`src/rtl/vga_axil_pkg.sv`:
```
// Shared AXI4-Lite types and FSM state encodings for the VGA control register file.
// The optional byte-strobe feature is selected with the VGA_AXIL_WSTRB_EN macro.
package vga_axil_pkg;

  localparam int AXIL_ADDR_W = 32;
  localparam int AXIL_DATA_W = 32;
  localparam int AXIL_STRB_W = AXIL_DATA_W / 8;

  typedef logic [AXIL_ADDR_W-1:0] axil_addr_t;
  typedef logic [AXIL_DATA_W-1:0] axil_data_t;

  typedef enum logic [1:0] {
    OKAY   = 2'b00,
    SLVERR = 2'b10
  } axil_resp_t;

  typedef enum logic [1:0] {
    W_IDLE,
    W_HAVE_AW,
    W_HAVE_W,
    W_RESP
  } wr_state_t;

  typedef enum logic {
    R_IDLE,
    R_DATA
  } rd_state_t;

  // Expand byte strobes into a per-bit write mask.
  function automatic axil_data_t strb_to_mask(input logic [AXIL_STRB_W-1:0] strb);
    axil_data_t mask;
    mask = '0;
    for (int b = 0; b < AXIL_STRB_W; b++) begin
      mask[b*8 +: 8] = {8{strb[b]}};
    end
    return mask;
  endfunction

endpackage

```
`src/rtl/vga_axil_addr_dec.sv`:
```
// Byte address -> register index decode with range check.
// Address bits below ADDR_LSB are ignored; any set bit above the index field marks
// the access as out of range.
module vga_axil_addr_dec
  import vga_axil_pkg::*;
#(
  parameter int NUM_REGS = 8,
  parameter int ADDR_LSB = 2,
  parameter int IDXW     = $clog2(NUM_REGS)
) (
  input  logic [AXIL_ADDR_W-1:0] addr,
  output logic [IDXW-1:0]        idx,
  output logic                   in_range
);

  localparam int HI_SHIFT = ADDR_LSB + IDXW;

  assign idx      = addr[ADDR_LSB +: IDXW];
  assign in_range = ((addr >> HI_SHIFT) == '0);

endmodule

```
`src/rtl/vga_axil_regfile.sv`:
```
// AXI4-Lite responder holding NUM_REGS 32-bit VGA control registers.
// Independent write and read FSMs, one outstanding transaction each.
// Define VGA_AXIL_WSTRB_EN to honour wstrb byte enables; otherwise full words are written.
module vga_axil_regfile
  import vga_axil_pkg::*;
#(
  parameter int NUM_REGS = 8,
  parameter int ADDR_LSB = 2
) (
  input  logic                            clk,
  input  logic                            arst_n,
  input  logic [AXIL_ADDR_W-1:0]          awaddr,
  input  logic                            awvalid,
  output logic                            awready,
  input  logic [AXIL_DATA_W-1:0]          wdata,
  input  logic [AXIL_STRB_W-1:0]          wstrb,
  input  logic                            wvalid,
  output logic                            wready,
  output logic [1:0]                      bresp,
  output logic                            bvalid,
  input  logic                            bready,
  input  logic [AXIL_ADDR_W-1:0]          araddr,
  input  logic                            arvalid,
  output logic                            arready,
  output logic [AXIL_DATA_W-1:0]          rdata,
  output logic [1:0]                      rresp,
  output logic                            rvalid,
  input  logic                            rready,
  output logic [NUM_REGS*AXIL_DATA_W-1:0] regs_o
);

  localparam int IDXW = $clog2(NUM_REGS);

  // Write-side state
  wr_state_t              wr_state_q, wr_state_d;
  logic [AXIL_ADDR_W-1:0] awaddr_q, awaddr_d;
  logic [AXIL_DATA_W-1:0] wdata_q, wdata_d;
  axil_resp_t             bresp_q, bresp_d;
  logic                   wr_commit;

  // Read-side state
  rd_state_t              rd_state_q, rd_state_d;
  logic [AXIL_DATA_W-1:0] rdata_q, rdata_d;
  axil_resp_t             rresp_q, rresp_d;

  // Register storage viewed as a packed array, reg k at [k]
  logic [NUM_REGS-1:0][AXIL_DATA_W-1:0] regs_flat;

  logic aw_hs, w_hs, ar_hs;
  logic [AXIL_ADDR_W-1:0] wr_addr;
  logic [AXIL_DATA_W-1:0] wr_data;
  logic [AXIL_DATA_W-1:0] wr_mask;
  logic [IDXW-1:0]        wr_idx, rd_idx;
  logic                   wr_in_range, rd_in_range;

  assign awready = (wr_state_q == W_IDLE) || (wr_state_q == W_HAVE_W);
  assign wready  = (wr_state_q == W_IDLE) || (wr_state_q == W_HAVE_AW);
  assign bvalid  = (wr_state_q == W_RESP);
  assign bresp   = bresp_q;
  assign arready = (rd_state_q == R_IDLE);
  assign rvalid  = (rd_state_q == R_DATA);
  assign rdata   = rdata_q;
  assign rresp   = rresp_q;
  assign regs_o  = regs_flat;

  assign aw_hs = awvalid && awready;
  assign w_hs  = wvalid && wready;
  assign ar_hs = arvalid && arready;

  // A beat arriving on the commit edge is used directly; an earlier one comes from its holding flop.
  assign wr_addr = aw_hs ? awaddr : awaddr_q;
  assign wr_data = w_hs ? wdata : wdata_q;

`ifdef VGA_AXIL_WSTRB_EN
  logic [AXIL_STRB_W-1:0] wstrb_q, wstrb_d;

  // Hold the write strobes alongside the write data.
  always_comb begin
    wstrb_d = wstrb_q;
    if (w_hs) wstrb_d = wstrb;
  end

  // Strobe holding register.
  always_ff @(posedge clk) begin
    if (!arst_n) wstrb_q <= '0;
    else         wstrb_q <= wstrb_d;
  end

  assign wr_mask = strb_to_mask(w_hs ? wstrb : wstrb_q);
`else
  logic unused_wstrb;
  assign unused_wstrb = ^wstrb;
  assign wr_mask      = '1;
`endif

  vga_axil_addr_dec #(
    .NUM_REGS (NUM_REGS),
    .ADDR_LSB (ADDR_LSB),
    .IDXW     (IDXW)
  ) u_wr_dec (
    .addr     (wr_addr),
    .idx      (wr_idx),
    .in_range (wr_in_range)
  );

  vga_axil_addr_dec #(
    .NUM_REGS (NUM_REGS),
    .ADDR_LSB (ADDR_LSB),
    .IDXW     (IDXW)
  ) u_rd_dec (
    .addr     (araddr),
    .idx      (rd_idx),
    .in_range (rd_in_range)
  );

  // Write FSM next state, beat capture and response generation.
  always_comb begin
    wr_state_d = wr_state_q;
    awaddr_d   = awaddr_q;
    wdata_d    = wdata_q;
    bresp_d    = bresp_q;
    wr_commit  = 1'b0;
    if (aw_hs) awaddr_d = awaddr;
    if (w_hs)  wdata_d  = wdata;
    case (wr_state_q)
      W_IDLE: begin
        if (aw_hs && w_hs) wr_state_d = W_RESP;
        else if (aw_hs)    wr_state_d = W_HAVE_AW;
        else if (w_hs)     wr_state_d = W_HAVE_W;
      end
      W_HAVE_AW: if (w_hs)   wr_state_d = W_RESP;
      W_HAVE_W:  if (aw_hs)  wr_state_d = W_RESP;
      W_RESP:    if (bready) wr_state_d = W_IDLE;
      default:   wr_state_d = W_IDLE;
    endcase
    // The edge that enters W_RESP commits the register and latches the response.
    if ((wr_state_q != W_RESP) && (wr_state_d == W_RESP)) begin
      wr_commit = 1'b1;
      bresp_d   = wr_in_range ? OKAY : SLVERR;
    end
  end

  // Write FSM registers.
  always_ff @(posedge clk) begin
    if (!arst_n) begin
      wr_state_q <= W_IDLE;
      awaddr_q   <= '0;
      wdata_q    <= '0;
      bresp_q    <= OKAY;
    end else begin
      wr_state_q <= wr_state_d;
      awaddr_q   <= awaddr_d;
      wdata_q    <= wdata_d;
      bresp_q    <= bresp_d;
    end
  end

  // One flop word per register; only an in-range write commit can change it.
  for (genvar gi = 0; gi < NUM_REGS; gi++) begin : g_reg
    logic [AXIL_DATA_W-1:0] reg_q, reg_d;

    // Merge the enabled bytes of the write data into this register on commit.
    always_comb begin
      reg_d = reg_q;
      if (wr_commit && wr_in_range && (wr_idx == IDXW'(gi))) begin
        reg_d = (reg_q & ~wr_mask) | (wr_data & wr_mask);
      end
    end

    // Register word storage.
    always_ff @(posedge clk) begin
      if (!arst_n) reg_q <= '0;
      else         reg_q <= reg_d;
    end

    assign regs_flat[gi] = reg_q;
  end

  // Read FSM next state; data is sampled from the pre-commit register values.
  always_comb begin
    rd_state_d = rd_state_q;
    rdata_d    = rdata_q;
    rresp_d    = rresp_q;
    case (rd_state_q)
      R_IDLE: begin
        if (ar_hs) begin
          rd_state_d = R_DATA;
          rdata_d    = rd_in_range ? regs_flat[rd_idx] : '0;
          rresp_d    = rd_in_range ? OKAY : SLVERR;
        end
      end
      R_DATA:  if (rready) rd_state_d = R_IDLE;
      default: rd_state_d = R_IDLE;
    endcase
  end

  // Read FSM registers.
  always_ff @(posedge clk) begin
    if (!arst_n) begin
      rd_state_q <= R_IDLE;
      rdata_q    <= '0;
      rresp_q    <= OKAY;
    end else begin
      rd_state_q <= rd_state_d;
      rdata_q    <= rdata_d;
      rresp_q    <= rresp_d;
    end
  end

endmodule
```
`config.mk`:
```
export PLATFORM = sky130hd
export DESIGN_NAME = vga_axil_regfile
export DESIGN_NICKNAME = d
export VERILOG_FILES = /design/src/rtl/vga_axil_pkg.sv /design/src/rtl/vga_axil_addr_dec.sv /design/src/rtl/vga_axil_regfile.sv
export SDC_FILE = /design/constraint.sdc
export NUM_CORES = 1
export LEC_CHECK = 0
export CAP_MARGIN = 10
export CORE_MARGIN = 5
export CORE_UTILIZATION = 41
export DETAILED_ROUTE_END_ITERATION = 12
export PLACE_DENSITY = 0.84
export SLEW_MARGIN = 40
export SYNTH_ARGS = -nofsm -noshare
export SYNTH_HDL_FRONTEND = slang
export SYNTH_HIERARCHICAL = 1
export SYNTH_SLANG_ARGS = --single-unit
```
`constraint.sdc`:
```
create_clock -name clk -period 3.2 [get_ports clk]
set_clock_uncertainty 0.2 [all_clocks]
set_input_delay 0.48 -clock clk [delete_from_list [all_inputs] [get_ports clk]]
set_output_delay 0.48 -clock clk [all_outputs]
set_load 0.05 [all_outputs]
```
==> results of run 1 <==
==> power by group <==
part / internal, uW / total, uW / switching (uW)
registers: 4470 / 4490 / 20.0
logic: 376 / 834 / 458
clock network: 2530 / 4300 / 1780
==> how the worst min path moves through the flow <==
stage,end,from,depth (start not counted)
after floorplan,awaddr_q[17],awaddr_q[17],2
after global placement,rdata[21],rdata[21],2
after detailed placement,rdata[18],rdata[18],2
after CTS,g_reg[2].reg_q[17],arst_n,2
after global routing,g_reg[6].reg_q[20],arst_n,2
final,rdata[21],rdata[21],2
==> worst register-to-register path, cell delays in order, from the launching register on <==
cell and delay [ps]:
dfxtp_4 380, clkinvlp_4 110, nand2_4 120, buf_6 150, mux2_2 350, nor4_1 250
nand4_1 200, nor2_4 220, nand2_4 90, nor4_4 310, buf_4 200, buf_6 200
nand2_1 90, o211a_1 120
==> cell usage in the layout, fill, tap and decap left out, drive strengths merged, types with 2 or more instances in the layout <==
cell / count
mux2i: 32
clkbuf: 61
mux2: 94
nor4: 20
clkinv: 5
a21boi: 32
o21ai: 3
dfxtp: 355
diode: 2
o22ai: 33
nor2: 3
and2: 31
or3: 32
conb: 2
a21oi: 3
clkinvlp: 5
or2: 2
nand2b: 5
nand4: 2
o211a: 258
clkdlybuf4s50: 389
inv: 3
buf: 96
mux4: 32
nand3: 2
nor2b: 65
nor3: 2
nand2: 295
==> stage by stage <==
stage	TNS [ps]	cell area (sq um)	hold WS [ps]	power, uW	utilization
after floorplan	-45.1	15400	350	5050	-
after global placement	-101740	20000	248	5390	0.545
after detailed placement	-105270	20000	261	5410	0.546
after CTS	0	21200	243	9680	0.579
after global routing	-3370	21600	262	9950	0.589
final	0	21600	257	9630	0.589
==> registers in the layout (all words and copies together) (netlist names) <==
name        cells
awaddr_q       30
bresp           1
g.reg_q       256
rdata          32
rresp           1
rvalid          1
wdata_q        32
wr_state_q      2
==> area by class of cell <==
cell class              instances  area (sq um)  share of cell area
multi-input cells             948          7550               0.350
flip-flops and latches        355          7110               0.330
repair buffers                491          5060               0.235
clock buffers                  55          1130              0.0522
well taps                     468           586              0.0272
clock inverters                11          97.6             0.00453
inverters                       3          15.0            0.000697
diodes                          2          5.00            0.000232
==> routing by layer <==
metal,track usage,up-vias
li1,-,5981
met2,0.379,643
met5,0,-
met1,0.298,6495
met4,0.0989,0
met3,0.0398,134
==> timing repair <==
| item | in CTS | in global routing |
|---|---|---|
| hold buffers | 0 | 0 |
| buffers inserted | 0 | 13 |
| setup endpoints to repair | 0 | 256 |
| gates resized for setup | 0 | 25 |
==> run summary, run 1 <==
• 0 — max-slew violation total from the final report
• 93.2 ps — Worst Setup Slack, final
• 13 — Reg2Reg Depth
• flop — kind of capture point of the worst setup path
• clkdlybuf4s50_1 — cell with the largest stage delay on the worst path
• 404 — IO Count
• 520 ps — later-pin clock latency in the skew report
• 0 — GRT overflow
• 1440 — Cells after Synth
• 4 — count of buffering cells on the critical path with inverters included
• 2333 — number of standard cells in the final layout excluding fillers
• simple AND/OR/NAND/NOR gates — cell class contributing the biggest share of worst-path delay
• flop to flop — classification of the worst-slack hold path
• 203 um — die height
• 203 um — Die W
• 0 — MaxCap Viol Count
• 24.7 mm — Met2 Routed Length
• 0.530 — relative max-transition margin
• 22.8 um — routed wire length per instance
• 0 — final count of hold timing violations
• 3400 ps — Worst EP required
• met4 — top routing layer in use
• 1944 — Final nets
• 15200 sq um — post-synth design cell area
• awvalid — timing startpoint of the critical path
• 0.0110 uW — total leakage power
• 0.416 — effective utilization at floorplan
• 322 MHz — highest achievable clock rate
• 0 — post-detailed-route count of antenna-violating nets
• 13 — number of cells on the critical path
• 22.0 mm — M1 WL
• 53.1 mm — wire length after detailed routing
• 100 ps — minimum setup slack among reg-to-reg paths
• 41.6% — area growth from synthesis to layout
• 5.68 — detailed-route vias per instance
• 3 — clock tree buffer depth
• input pin to flop — critical path start-end classification
• 36600 sq um — CORE AREA
• 0 — number of DRC violations after detailed routing
• 2922 — number of filler cells placed in the layout
• 60 ps — Worst-path clk slew
• 3.87 mm — wire length on met3
• 2243 — post-placement cell count
• yes — setup repair after global routing missed its margin
• clkdlybuf4s50_1, nand2_4, buf_6, mux2_4, nor4_1, nand4_1, nor2_4, nand2_4, nor4_4, buf_4, buf_6, nand2_1, o211a_1 — chain of cells forming the critical path
• 0.971 — crit share post-route
• 2 — H-tree Lvls
• 0.368 mV — maximum ir drop on the vdd rail
• 76.0 mm — first-pass GRT wire length
• 38 — total CTS buffers
• 0.230 — overall routing resource usage
• 70 — cell row count
• 8 — Detailed Routing Iterations Pass 1
• wr_state_q[0] — reg-to-reg critical path startpoint
• 6 — Yosys warning total
• 41100 sq um — Die Area
• 540 ps — Slowest Stage Delay on Critical Path
• complete, no violations — result of the run
• clkbuf_16 — CTS Root Buffer Type
• 35.2 mm — post-DP HPWL
• g_reg[4].reg_q[18] — end point of the critical path
• -495 ps — Post-Place Setup Slack
• 393 — Port Buffers
• 3310 ps — arrival time of data at the critical path endpoint
• 447 nW/um^2 — PD cells
• 10.6 sq um — Post-Synthesis Mean Instance Area
• 1026 — number of violations reported at the end of detailed-routing iteration 0
• 703 ps — slew at the pin closest to its max-slew limit
• g_reg[4].reg_q[18] — Reg2Reg Capture Point
• input pin — Critical Path Start Type
• 89 — largest net degree at the start of global routing
• 1 — antenna violations before repair
• 355 — total clock sinks
• 3110 ps — Min Clock Period, post-route
• 10 — largest driver fanout on the critical path
• 13.3k — vias post-DR
• 13.0k — vias in the first global route
• built — CTS tree
• 0.869 — last weighted congestion value of the routability-driven placer
• 0 — number of setup violations in the final report
• 0.169 — fraction of layout instances using a drive strength above 1
No activity file was read; power rests on OpenSTA's default activity.
==> inputs of run 2 (changes only) <==
--- a/config.mk
+++ b/config.mk
@@ -6,10 +6,13 @@
 export NUM_CORES = 1
 export LEC_CHECK = 0
 export CAP_MARGIN = 10
+export CELL_PAD_IN_SITES_DETAIL_PLACEMENT = 0
+export CELL_PAD_IN_SITES_GLOBAL_PLACEMENT = 1
+export CORE_ASPECT_RATIO = 0.8
 export CORE_MARGIN = 5
-export CORE_UTILIZATION = 41
+export CORE_UTILIZATION = 34
 export DETAILED_ROUTE_END_ITERATION = 12
-export PLACE_DENSITY = 0.84
+export PLACE_DENSITY = 0.89
 export SLEW_MARGIN = 40
 export SYNTH_ARGS = -nofsm -noshare
 export SYNTH_HDL_FRONTEND = slang
==> run 2 against run 1 <==
Cell area is 1.9% higher. Register-to-register slack hardly changed. Largest cell class unchanged. Setup slack worse by 6.0 ps.
==> run summary, run 2 (synthesis results as in run 1) <==
• 0.272 — met1 Usage GRT, -0.0264
• 199 um — die height, -1.7%
• 7110 sq um — register cell area after layout, unchanged
• 13.1k — vias post-DR, -0.97%
• 2389 — post-placement cell count, +6.5%
• 23.2 um — routed wire length per instance, +1.9%
• 0.343 — effective utilization at floorplan, -0.0728
• 712 ps — slew at the pin closest to its max-slew limit, +8.90 ps
• 0.0111 uW — total leakage power, +1.0%
• 393 — Port Buffers, unchanged
• 0 — post-detailed-route count of antenna-violating nets, unchanged
• 0.0560 — Global Route met3 Usage, +0.0163
• 0.525 — relative max-transition margin, -0.00447
• 0.352 — met2 capacity usage during global routing, -0.0276
• 247 um — Die W, +22%
• clkbuf_16 — CTS Root Buffer Type
• 1 — antenna violations before repair, unchanged
• 5 — Detailed Routing Iterations Pass 1, -3
• 39 — total CTS buffers, +2.6%
• 44.3% — area growth from synthesis to layout
• 260 ps — hold_ws, +3.38 ps
• 105 — largest net degree at the start of global routing, +18%
• 0.456 — clock power share, +0.009
• 3410 ps — Worst EP required, about the same
• 0 — MaxCap Viol Count, unchanged
• 450 nW/um^2 — PD cells, +0.81%
• 9 — largest driver fanout on the critical path, -1
• 0.173 — fraction of layout instances using a drive strength above 1, +0.00490
• 0.973 — crit share post-route, +0.00187
• 5.31 — detailed-route vias per instance, -6.5%
• 13.0k — vias in the first global route, -0.092%
• built — CTS tree
• 1955 — Final nets, +0.57%
• 0.495 — utilization after layout, -0.0936
• clkdlybuf4s50_1 — most common cell after layout, fill and taps aside
• flop — Critical Path Start Type
• complete, no violations — result of the run
• 404 — IO Count, unchanged
• 0.209 — overall routing resource usage, -0.0208
• 355 — total clock sinks, unchanged
• 2300 uW — switching power of the nets, +2.2%
• 0.320 mV — maximum ir drop on the vdd rail, -13%
• flop to flop — classification of the worst-slack hold path
• 0 — GRT overflow, unchanged
• 3110 ps — Min Clock Period, post-route, +5.98 ps
• 0 — hold-fix buffer count after cts, unchanged
• 0.090 — portion of total power attributed to combinational logic, +0.003
• 80.1 mm — first-pass GRT wire length, +5.4%
• 0.454 — sequential fraction of design power, -0.013
• 44400 sq um — CORE AREA, +21%
• 0 — number of setup violations in the final report, unchanged
• 69 — cell row count, -1.4%
• 0 — number of DRC violations after detailed routing, unchanged
• 3 — clock tree buffer depth, unchanged
• flop to flop — critical path start-end classification
• 0.820 — last weighted congestion value of the routability-driven placer, -5.6%
• 37.8 mm — post-DP HPWL, +7.4%
• 0 — final count of hold timing violations, unchanged
• 530 ps — later-pin clock latency in the skew report, about the same
• 953 — number of violations reported at the end of detailed-routing iteration 0, -7.1%
• 2472 — number of standard cells in the final layout excluding fillers, +6.0%
• yes — setup repair after global routing missed its margin
• 49100 sq um — Die Area, +20%
• 57.3 mm — wire length after detailed routing, +8.0%
• clkdlybuf4s50_1 (388), dfxtp_1 (354), nand2_1 (291) — most used cells in the layout excluding fill and tap cells
• 60 ps — Worst-path clk slew, about the same
• 256 — max reg flops, unchanged
• 3330 ps — arrival time of data at the critical path endpoint, +20 ps
• met2 — Most Crowded Layer GR
• 4060 — number of filler cells placed in the layout, +39%
• 7590 uW — design internal power, +3.0%
• 2 — H-tree Lvls, unchanged
• 321 MHz — highest achievable clock rate, -0.19%
• 7640 sq um — multi-input combinational cell area, +1.3%
• flop — kind of capture point of the worst setup path
• 0 — max-slew violation total from the final report, unchanged
• 0.233 — switching power as a share of total power, -0.00136
• g.reg_q — Largest Register
-- run 2: power by group through the flow --
stage | Combinational, uW | Clock [uW] | Sequential (uW)
6_report | 893 | 4510 | 4490
5_1_grt | 946 | 4790 | 4490
4_1_cts | 846 | 4600 | 4490
3_5_place_dp | 840 | 0 | 4590
3_3_place_gp | 829 | 0 | 4590
2_1_floorplan | 457 | 0 | 4600
-- run 2: worst max-delay path: stages (launching register included) --
cell	delay, ps
dfxtp_4	350
clkinvlp_4	140
buf_6	180
nand2_4	90
mux2_4	320
nor4_2	350
nand3_2	150
nor2_4	190
nand2b_4	120
nor4_4	290
buf_12	210
buf_16	160
nand2_1	70
o211a_1	150
-- run 2: layout make-up --
cell class                 instances  share of cell area
clock inverter                     7             0.00547
clock buffer                      54              0.0521
tap                              603              0.0343
antenna                            1            0.000114
multi-input combinational        950               0.348
inverter                           3            0.000683
sequential                       355               0.324
timing repair buffer             499               0.236
-- run 2: worst paths after layout --
kind                                     from                  to  slack (ps)  cells after the start
worst max-delay path            wr_state_q[0]  g_reg[0].reg_q[23]          90                     13
worst min register to register       rdata[5]            rdata[5]         260                      2
worst min-delay path                 rdata[5]            rdata[5]         260                      2
worst max register to register  wr_state_q[0]  g_reg[0].reg_q[23]          90                     13
-- run 2: repair_timing --
item,in CTS,in global routing
setup endpoints to repair,222,256
buffers inserted,1,6
gates resized for setup,4,32
cloned,0,14
pin swaps,2,9
-- run 2: metal layers --
metal / wire (um) / share of wire
met1: 23900 / 0.42
met3: 5190 / 0.090
met2: 27300 / 0.48
met5: 0 / 0
met4: 977 / 0.017
-- run 2: stage by stage --
stage / setup slack (ps) / area (sq um) / power [uW] / TNS (ps)
after floorplan: -1.82 / 15400 / 5050 / -45.1
after global placement: -652 / 20200 / 5410 / -143230
after detailed placement: -654 / 20200 / 5430 / -146170
after CTS: 9.54 / 21500 / 9940 / 0
after global routing: -75.9 / 22000 / 10200 / -1610
final: 87.2 / 22000 / 9900 / 0
